===== config.mk =====
export PLATFORM = sky130hd
export DESIGN_NAME = pu_cluster_ctrl
export DESIGN_NICKNAME = d
export VERILOG_FILES = /design/src/rtl/pu_cluster_ctrl.sv
export SDC_FILE = /design/constraint.sdc
export NUM_CORES = 1
export LEC_CHECK = 0
export CAP_MARGIN = 25
export CORE_MARGIN = 5
export CORE_UTILIZATION = 40
export CTS_CLUSTER_SIZE = 24
export DETAILED_ROUTE_END_ITERATION = 16
export DONT_BUFFER_PORTS = 1
export HOLD_SLACK_MARGIN = 0.1
export SLEW_MARGIN = 20
export SYNTH_ARGS = -nofsm -noshare
export SYNTH_HDL_FRONTEND = slang
export SYNTH_SLANG_ARGS = --single-unit

===== constraint.sdc =====
create_clock -name CLK -period 4.2 [get_ports CLK]
set_input_delay 0.42 -clock CLK [delete_from_list [all_inputs] [get_ports CLK]]
set_output_delay 0.42 -clock CLK [all_outputs]
set_load 0.005 [all_outputs]

===== src/rtl/pu_cluster_ctrl.sv =====
// Slave-PU cluster controller: decodes master-core commands into per-PU
// enable/start/run/timeout state and merges completions into one prioritised irq.
module pu_cluster_ctrl #(
  parameter int NUM_PU = 7,
  parameter int DATA_W = 8,
  parameter int SEG_W  = 8,
  parameter int TO_W   = 16,
  parameter int IDX_W  = 4
) (
  input  logic              CLK,
  input  logic              RESET,
  input  logic              cmd_valid,
  input  logic [2:0]        cmd_op,
  input  logic [IDX_W-1:0]  cmd_pu,
  input  logic [1:0]        cmd_sel,
  input  logic [DATA_W-1:0] cmd_data,
  output logic              cmd_err,
  output logic [NUM_PU-1:0] pu_en,
  output logic [NUM_PU-1:0] pu_start,
  output logic [SEG_W-1:0]  pu_sa,
  output logic [SEG_W-1:0]  pu_sb,
  output logic [SEG_W-1:0]  pu_sc,
  output logic [DATA_W-1:0] pu_ip,
  input  logic [NUM_PU-1:0] pu_int,
  output logic [NUM_PU-1:0] pu_run,
  output logic [NUM_PU-1:0] pu_tmo,
  output logic              irq,
  output logic [IDX_W-1:0]  irq_id
);

  typedef enum logic [2:0] {
    OP_NOP     = 3'd0,
    OP_ENABLE  = 3'd1,
    OP_DISABLE = 3'd2,
    OP_START   = 3'd3,
    OP_CLRINT  = 3'd4,
    OP_SETTO   = 3'd5,
    OP_DESC    = 3'd6,
    OP_RSVD    = 3'd7
  } op_e;

  localparam logic [IDX_W-1:0] NUM_PU_I = IDX_W'(NUM_PU);

  function automatic logic [SEG_W-1:0] fit_seg(input logic [DATA_W-1:0] v);
    fit_seg = SEG_W'(v);
  endfunction

  function automatic logic [TO_W-1:0] fit_to(input logic [DATA_W-1:0] v);
    fit_to = TO_W'(v);
  endfunction

  function automatic logic [IDX_W-1:0] first_set(input logic [NUM_PU-1:0] v);
    first_set = '0;
    for (int i = NUM_PU - 1; i >= 0; i--) begin
      if (v[i]) first_set = IDX_W'(i);
    end
  endfunction

  // Per-PU state
  logic [NUM_PU-1:0] en_q, run_q, pend_q, tmo_q;
  logic [NUM_PU-1:0] en_n, run_n, pend_n, tmo_n;
  logic [TO_W-1:0]   cnt_q [NUM_PU];
  logic [TO_W-1:0]   cnt_n [NUM_PU];

  // pu_int sample (_p0) and its previous sample (_p1) for edge detection
  logic [NUM_PU-1:0] int_p0, int_p1;

  // Shared staging descriptor and timeout reload
  logic [SEG_W-1:0]  stg_sa, stg_sb, stg_sc;
  logic [SEG_W-1:0]  stg_sa_n, stg_sb_n, stg_sc_n;
  logic [DATA_W-1:0] stg_ip, stg_ip_n;
  logic [TO_W-1:0]   tov_q, tov_n;

  op_e               op;
  logic              pu_cmd;
  logic              pu_ok;
  logic              err_n;
  logic [NUM_PU-1:0] hit;
  logic [NUM_PU-1:0] start_ok;
  logic [NUM_PU-1:0] edge_ev;

  // Command decode
  always_comb begin
    op       = op_e'(cmd_op);
    pu_cmd   = cmd_valid && (op inside {OP_ENABLE, OP_DISABLE, OP_START, OP_CLRINT});
    pu_ok    = (cmd_pu < NUM_PU_I);
    hit      = '0;
    for (int i = 0; i < NUM_PU; i++) begin
      hit[i] = pu_cmd && (cmd_pu == IDX_W'(i));
    end
    start_ok = hit & en_q & ~run_q & {NUM_PU{op == OP_START}};
    err_n    = pu_cmd && (!pu_ok || ((op == OP_START) && (start_ok == '0)));
    edge_ev  = int_p0 & ~int_p1;
  end

  // Per-PU next state; the if/else chain encodes DISABLE > START > completion > timeout.
  // CLRINT is applied first so a same-cycle completion or timeout re-sets pend.
  always_comb begin
    en_n   = en_q;
    run_n  = run_q;
    pend_n = pend_q;
    tmo_n  = tmo_q;
    cnt_n  = cnt_q;
    for (int i = 0; i < NUM_PU; i++) begin
      if (hit[i] && (op == OP_CLRINT)) begin
        pend_n[i] = 1'b0;
        tmo_n[i]  = 1'b0;
      end
      if (hit[i] && (op == OP_ENABLE)) en_n[i] = 1'b1;

      if (hit[i] && (op == OP_DISABLE)) begin
        en_n[i]  = 1'b0;
        run_n[i] = 1'b0;
        cnt_n[i] = '0;
      end else if (start_ok[i]) begin
        run_n[i] = 1'b1;
        cnt_n[i] = tov_q;
      end else if (run_q[i] && edge_ev[i]) begin
        run_n[i]  = 1'b0;
        pend_n[i] = 1'b1;
      end else if (run_q[i] && (tov_q != '0) && (cnt_q[i] != '0)) begin
        cnt_n[i] = cnt_q[i] - TO_W'(1);
        if (cnt_q[i] == TO_W'(1)) begin
          run_n[i]  = 1'b0;
          tmo_n[i]  = 1'b1;
          pend_n[i] = 1'b1;
        end
      end
    end
  end

  // Staging descriptor and timeout reload writes
  always_comb begin
    stg_sa_n = stg_sa;
    stg_sb_n = stg_sb;
    stg_sc_n = stg_sc;
    stg_ip_n = stg_ip;
    tov_n    = tov_q;
    if (cmd_valid && (op == OP_DESC)) begin
      case (cmd_sel)
        2'd0:    stg_sa_n = fit_seg(cmd_data);
        2'd1:    stg_sb_n = fit_seg(cmd_data);
        2'd2:    stg_sc_n = fit_seg(cmd_data);
        default: stg_ip_n = cmd_data;
      endcase
    end
    if (cmd_valid && (op == OP_SETTO)) tov_n = fit_to(cmd_data);
  end

  always_ff @(posedge CLK or negedge RESET) begin
    if (!RESET) begin
      en_q     <= '0;
      run_q    <= '0;
      pend_q   <= '0;
      tmo_q    <= '0;
      for (int i = 0; i < NUM_PU; i++) cnt_q[i] <= '0;
      int_p0   <= '0;
      int_p1   <= '0;
      stg_sa   <= '0;
      stg_sb   <= '0;
      stg_sc   <= '0;
      stg_ip   <= '0;
      tov_q    <= '0;
      pu_start <= '0;
      cmd_err  <= 1'b0;
      pu_sa    <= '0;
      pu_sb    <= '0;
      pu_sc    <= '0;
      pu_ip    <= '0;
      irq      <= 1'b0;
      irq_id   <= '0;
    end else begin
      en_q     <= en_n;
      run_q    <= run_n;
      pend_q   <= pend_n;
      tmo_q    <= tmo_n;
      cnt_q    <= cnt_n;
      int_p0   <= pu_int;
      int_p1   <= int_p0;
      stg_sa   <= stg_sa_n;
      stg_sb   <= stg_sb_n;
      stg_sc   <= stg_sc_n;
      stg_ip   <= stg_ip_n;
      tov_q    <= tov_n;
      pu_start <= start_ok;
      cmd_err  <= err_n;
      if (|start_ok) begin
        pu_sa <= stg_sa;
        pu_sb <= stg_sb;
        pu_sc <= stg_sc;
        pu_ip <= stg_ip;
      end
      irq      <= |pend_n;
      irq_id   <= first_set(pend_n);
    end
  end

  assign pu_en  = en_q;
  assign pu_run = run_q;
  assign pu_tmo = tmo_q;

endmodule


; Yosys cells after proc, flatten, opt, wreduce, memory -nomap -nowiden
; Index checks and enable logic that the tools add are counted.
; W data, S select, Z words.
[totals]
rom_bits = 0
mem_count = 0
out_inout_bits = 66
mem_bits_rw = 0
latch_bits = 0
elab_cells = 366
ff_bits = 239
inputBits = 27
[op_classes]
bitwise = 7
n_mul = 0
n_addsub = 7
shifts = 0
muxes = 168
magnitude_cmp = 1
div_mod_pow = 0
n_eq_ne = 28
reduce_logical = 117
[op_table]
columns = cell, count
row1 = $mux W16, 28
row2 = $mux W1, 133
row3 = $reduce_bool A16 Y1, 8
row4 = $eq A16 B1 Y1 const B, 7
row5 = $sub A16 B1 Y16 const B, 7
row6 = $reduce_bool A4 Y1, 15
row7 = $logic_and A1 B1 Y1, 54
row8 = $reduce_and A2 Y1, 18
row9 = $and A7 B7 Y7, 4
row10 = $mux W4, 6
row11 = $ne A3 B3 Y1 const B, 7
row12 = $reduce_bool A3 Y1, 7
row13 = $not A7 Y7, 2
row14 = $reduce_bool A2 Y1, 7
row15 = $reduce_or A7 Y1, 2
row16 = $eq A4 B3 Y1 const B, 3
row17 = $eq A3 B3 Y1 const B, 3
row18 = $eq A4 B2 Y1 const B, 2
row19 = $logic_not A7 Y1, 1
row20 = $eq A3 B2 Y1 const B, 2
row21 = $eq A4 B1 Y1 const B, 1
row22 = $logic_not A4 Y1, 1
row23 = $lt A4 B3 Y1 const B, 1
row24 = $eq A3 B1 Y1 const B, 1
row25 = other kinds (8), 8

; Longest topological paths before layout
[logic_depth]
depth_word = 18
ltp_mapped = 10
mapped_depth_nobuf = 9

; Worst setup path after synthesis
; OpenSTA, ideal clock, no wires.
[synth_path]
kind = flip-flop to flip-flop
start = reg cnt_q[96] in the netlist's numbering
end = reg cnt_q[108] in the netlist's numbering
required_ns = 4.068
t_arrival_ns = 2.199
path_slack_ns = 1.869
period_less_slack_ns = 2.331
path_stages_with_launch = 11
setup_time_ns = 0.132
path_buffers = 2
cell_sequence = dfrtp_1 > inv_1 > ha_1 > or3b_1 > or3_1 > clkbuf_1 > o2111a_1 > buf_2 > nor4bb_1 > xnor2_1 > nor2_1
[synth_between]
elab_chain_cells = 5
elab_cells_between_ends = 9
cone_classes = add/sub: 1 / mux: 4 / reduce/logical: 4
[synth_lines]
columns = item, line
row1 = from (decl), 62  ; logic [TO_W-1:0] cnt_q [NUM_PU];
row2 = from (signal assigned), 177  ; cnt_q <= cnt_n;
row3 = $sub A16 B1 Y16, 122  ; cnt_n[i] = cnt_q[i] - TO_W'(1);
row4 = $mux W16, 121  ; end else if (run_q[i] && (tov_q != '0) && (cnt_q[i] != '0)) begin
row5 = $mux W16, 118  ; end else if (run_q[i] && edge_ev[i]) begin
row6 = $mux W16, 115  ; end else if (start_ok[i]) begin
row7 = $mux W16, 111  ; if (hit[i] && (op == OP_DISABLE)) begin
; Several ways; a longest one is shown, not always the timed one. The select of a mux whose other input is x is not followed.
; A chain may end at the register's enable or synchronous reset.

; Worst setup path in the final report
[layout_path]
start = reg tov_q[7]
end = reg cnt_q[42] in the netlist's numbering
[layout_between]
elab_chain_cells = 5
[layout_lines]
columns = item, line
row1 = from (decl), 72  ; logic [TO_W-1:0] tov_q, tov_n;
row2 = from (signal assigned), 184  ; tov_q <= tov_n;
row3 = $reduce_bool A16 Y1, 121
row4 = $logic_and A1 B1 Y1 (2 in a row), 121
row5 = $reduce_bool A3 Y1 (no source line), -
row6 = $reduce_and A2 Y1 (no source line), -
; Every way passes these cells.

==> results.ini <==
[sta]
skew_ns = 0.0213
fin_tns_setup_ns = 0
setup_viol = 0
slew_headroom = 0.343
worst_pin_slew_ns = 0.980
maxSlewViolCount = 0
timing.fmax_mhz = 338
fin_crit_ns = 2.96
hold_slack_ns = -0.417
hold_viol = 238
post-route-period-util = 0.705
rsz0062_at_grt = no

[grt]
first_global_vias = 8759
grt.overflow.total = 0
grt_max_degree = 239
grt_pass1_wl_mm = 49.5
antenna_found_initial = 1
track_usage = 0.180

[cts]
cts_setup_buffers = 0
numCtsBuffers = 27
cts_resized = 0
clkTransAtPathRegs_ns = 0.06
cts_tree = done
cts_root_buf = clkbuf_16
cts.sinks = 238
clkLatencyLatePin_ns = 0.55
cts_buffer_depth = 3
cts_hold_buffers = 21
htreeDepth = 1

[drt]
vias = 9093
drc = 0
post_drt_wl_per_cell_um = 19.2
routed_wl_mm = 30.7
postRouteAntennaNets = 0
first_pass_iters = 6
vias_per_cell = 5.68
drt-initial-drc-count = 807

[cells_and_area]
finalNetCount = 1233
final_layout_size_suffix_gt1_frac = 0.123
syn_to_final_growth_pct = 13.1
postLayoutCellArea_sq_um = 13600

[logic_synthesis]
synth_edf_count = 0
ys_seq_area_frac = 0.495
synthesis.nets = 1215
ys_types = 94
ys_ff_latch = 238
synth_top_area_share = 0.495
synth_largest_area_cell = dfrtp_1
yosysWarningCount = 0
async_flop_share = 1.00
synthTopCellsByArea = dfrtp_1 50%, a21oi_1 5.0%, nor2_1 4.4%
ys.flop_type = dfrtp_1
syn_inst = 1172
avgSynthCellArea_sq_um = 10.3
synth_common_cells = 238 x dfrtp_1, 140 x nor2_1, 121 x a21oi_1
synth_most_common_cell = dfrtp_1
synthesis.area_sq_um = 12000

[power_and_ir_drop]
ir_worst_vdd_mv = 0.346
p_per_area_nw_per_um2 = 454
total_power_mw = 6.18
p_leak_nw = 5.71

[placement]
numPortBuffers = 0
dpl_cell_area_sq_um = 12400
gp_congestion = 0.839
place_hpwl_mm = 20.5

[critical_path]
crit_type = reg -> reg
critPathSlowestCell = dfrtp_1
worst_path_largest_cell_delay_ns = 0.83
cp.arrival_ns = 3.41
path_cells = or4_1 -> nor2_8 -> a311oi_4 -> nand3_1 -> or4_1 -> a21oi_1
crit_top_cell = or4_1
required_ns = 4.65
cp_top_family = simple AND/OR/NAND/NOR gates
crit_buf_inv = 0
critPathMaxFanout = 17
start_kind = flip-flop
crit_path_end_kind = flip-flop

[die]
die_height_um = 183
core_area_sq_um = 29600
initial_core_util = 0.406
fp-row-count = 63
io_pins = 93
die_x_um = 183
dieArea_sq_um = 33600

[run_status]
violations = negative hold slack
status = finished, violations left

[min_path]
worstHoldPathType = in -> async

[run]
drv_cap = 0

==> power by group <==
part	internal (mW)	switching [mW]	leakage (nW)	total (mW)
Sequential	2.57	0.334	2.92	2.90
Clock	1.53	0.950	0.464	2.48
Combinational	0.351	0.439	2.33	0.791
==> worst register-to-register path, delay by kind of cell (launching register included) <==
kind            cells  cell delay, ns
flops               1            0.83
simple gates        4            1.26
compound gates      2            0.78
==> per-stage QoR <==
stage / instances / hold slack (ns) / util / worst slack, ns
after floorplan: 1172 / 0.124 / - / 1.87
after global placement: 1527 / 0.145 / 0.419 / 1.35
after detailed placement: 1528 / 0.147 / 0.419 / 1.26
after CTS: 1597 / -0.438 / 0.458 / 1.25
after global routing: 1600 / -0.440 / 0.459 / 1.02
final: 1600 / -0.417 / 0.459 / 1.24
==> cell usage in the layout (no fill, tap or decap), drive strengths merged, types with 4 or more instances in the layout <==
cell type and n:
a41o 4, xnor2 14, a31o 4, clkinv 4
a22o 7, nor3b 4, a21o 15, bufinv 4
nand2b 16, a21oi 126, nand3 30, inv 36
nor2 142, ha 16, a2111oi 5, nand2 73
or3 12, nand4 11, nor3 47, dfrtp 238
o22a 5, mux2 72, dlygate4sd3 21, nand4b 10
nor4 29, nor2b 9, clkbuf 38, and2 7
a31oi 30, nand3b 6, xor2 37, or4 19
o31ai 8, buf 19, or2 10, o21ai 16
==> sequential cells by signal (all words and copies together), names as in the netlist <==
name,cells
pu_run,7
pu_tmo,7
stg_ip,8
tov_q,8
pu_sb,8
cmd_err,1
pu_en,7
irq,1
pu_start,7
stg_sb,8
pu_sa,8
stg_sc,8
pend_q,7
pu_sc,8
int_p0,7
pu_ip,8
int_p1,7
irq_id,3
cnt_q,112
stg_sa,8
==> final timing paths <==
| kind | endpoint | cells after the start | slack, ns | from |
|---|---|---|---|---|
| hold reg to reg | int_p1[5] | 0 | 0.36 | int_p0[5] |
| max in group asynchronous | cnt_q[12] | 0 | 4.43 | RESET |
| setup reg to reg | cnt_q[42] | 6 | 1.24 | tov_q[7] |
| setup / recovery | cnt_q[42] | 6 | 1.24 | tov_q[7] |
| hold / removal | cnt_q[75] | 0 | -0.42 | RESET |
| min in group CLK | pu_tmo[3] | 2 | 0.15 | cmd_pu[1] |
==> area by class of cell <==
| type | count | area (sq um) |
|---|---|---|
| Antenna cell | 1 | 2.50 |
| Fill cell | 2809 | 16000 |
| Tap cell | 390 | 488 |
| Clock buffer | 38 | 777 |
| Multi-Input combinational cell | 848 | 5730 |
| Inverter | 35 | 131 |
| Sequential cell | 238 | 5960 |
| Clock inverter | 10 | 168 |
| Timing Repair Buffer | 40 | 353 |
==> kinds of logic (layout without fill, tap and decap cells) <==
| logic type | Yosys count | after routing | synth area share |
|---|---|---|---|
| AO/OA/AOI/OAI | 260 | 260 | 0.148 |
| buffers and inverters | 86 | 123 | 0.0309 |
| XOR/XNOR | 51 | 51 | 0.0371 |
| AND/OR/NAND/NOR | 447 | 447 | 0.202 |
| multiplexers | 73 | 73 | 0.0693 |
| adder cells (fa/ha/maj) | 16 | 16 | 0.0166 |
| flip-flops | 238 | 238 | 0.495 |
| other | 1 | 2 | 0.000312 |
==> routing by layer <==
metal	vias up	part of all wire	track usage
met5	-	0	0
met2	250	0.45	0.277
li1	4293	-	-
met1	4503	0.45	0.253
met3	47	0.078	0.0557
met4	0	0.022	0.0396
Power figures use the tool's default switching activity.
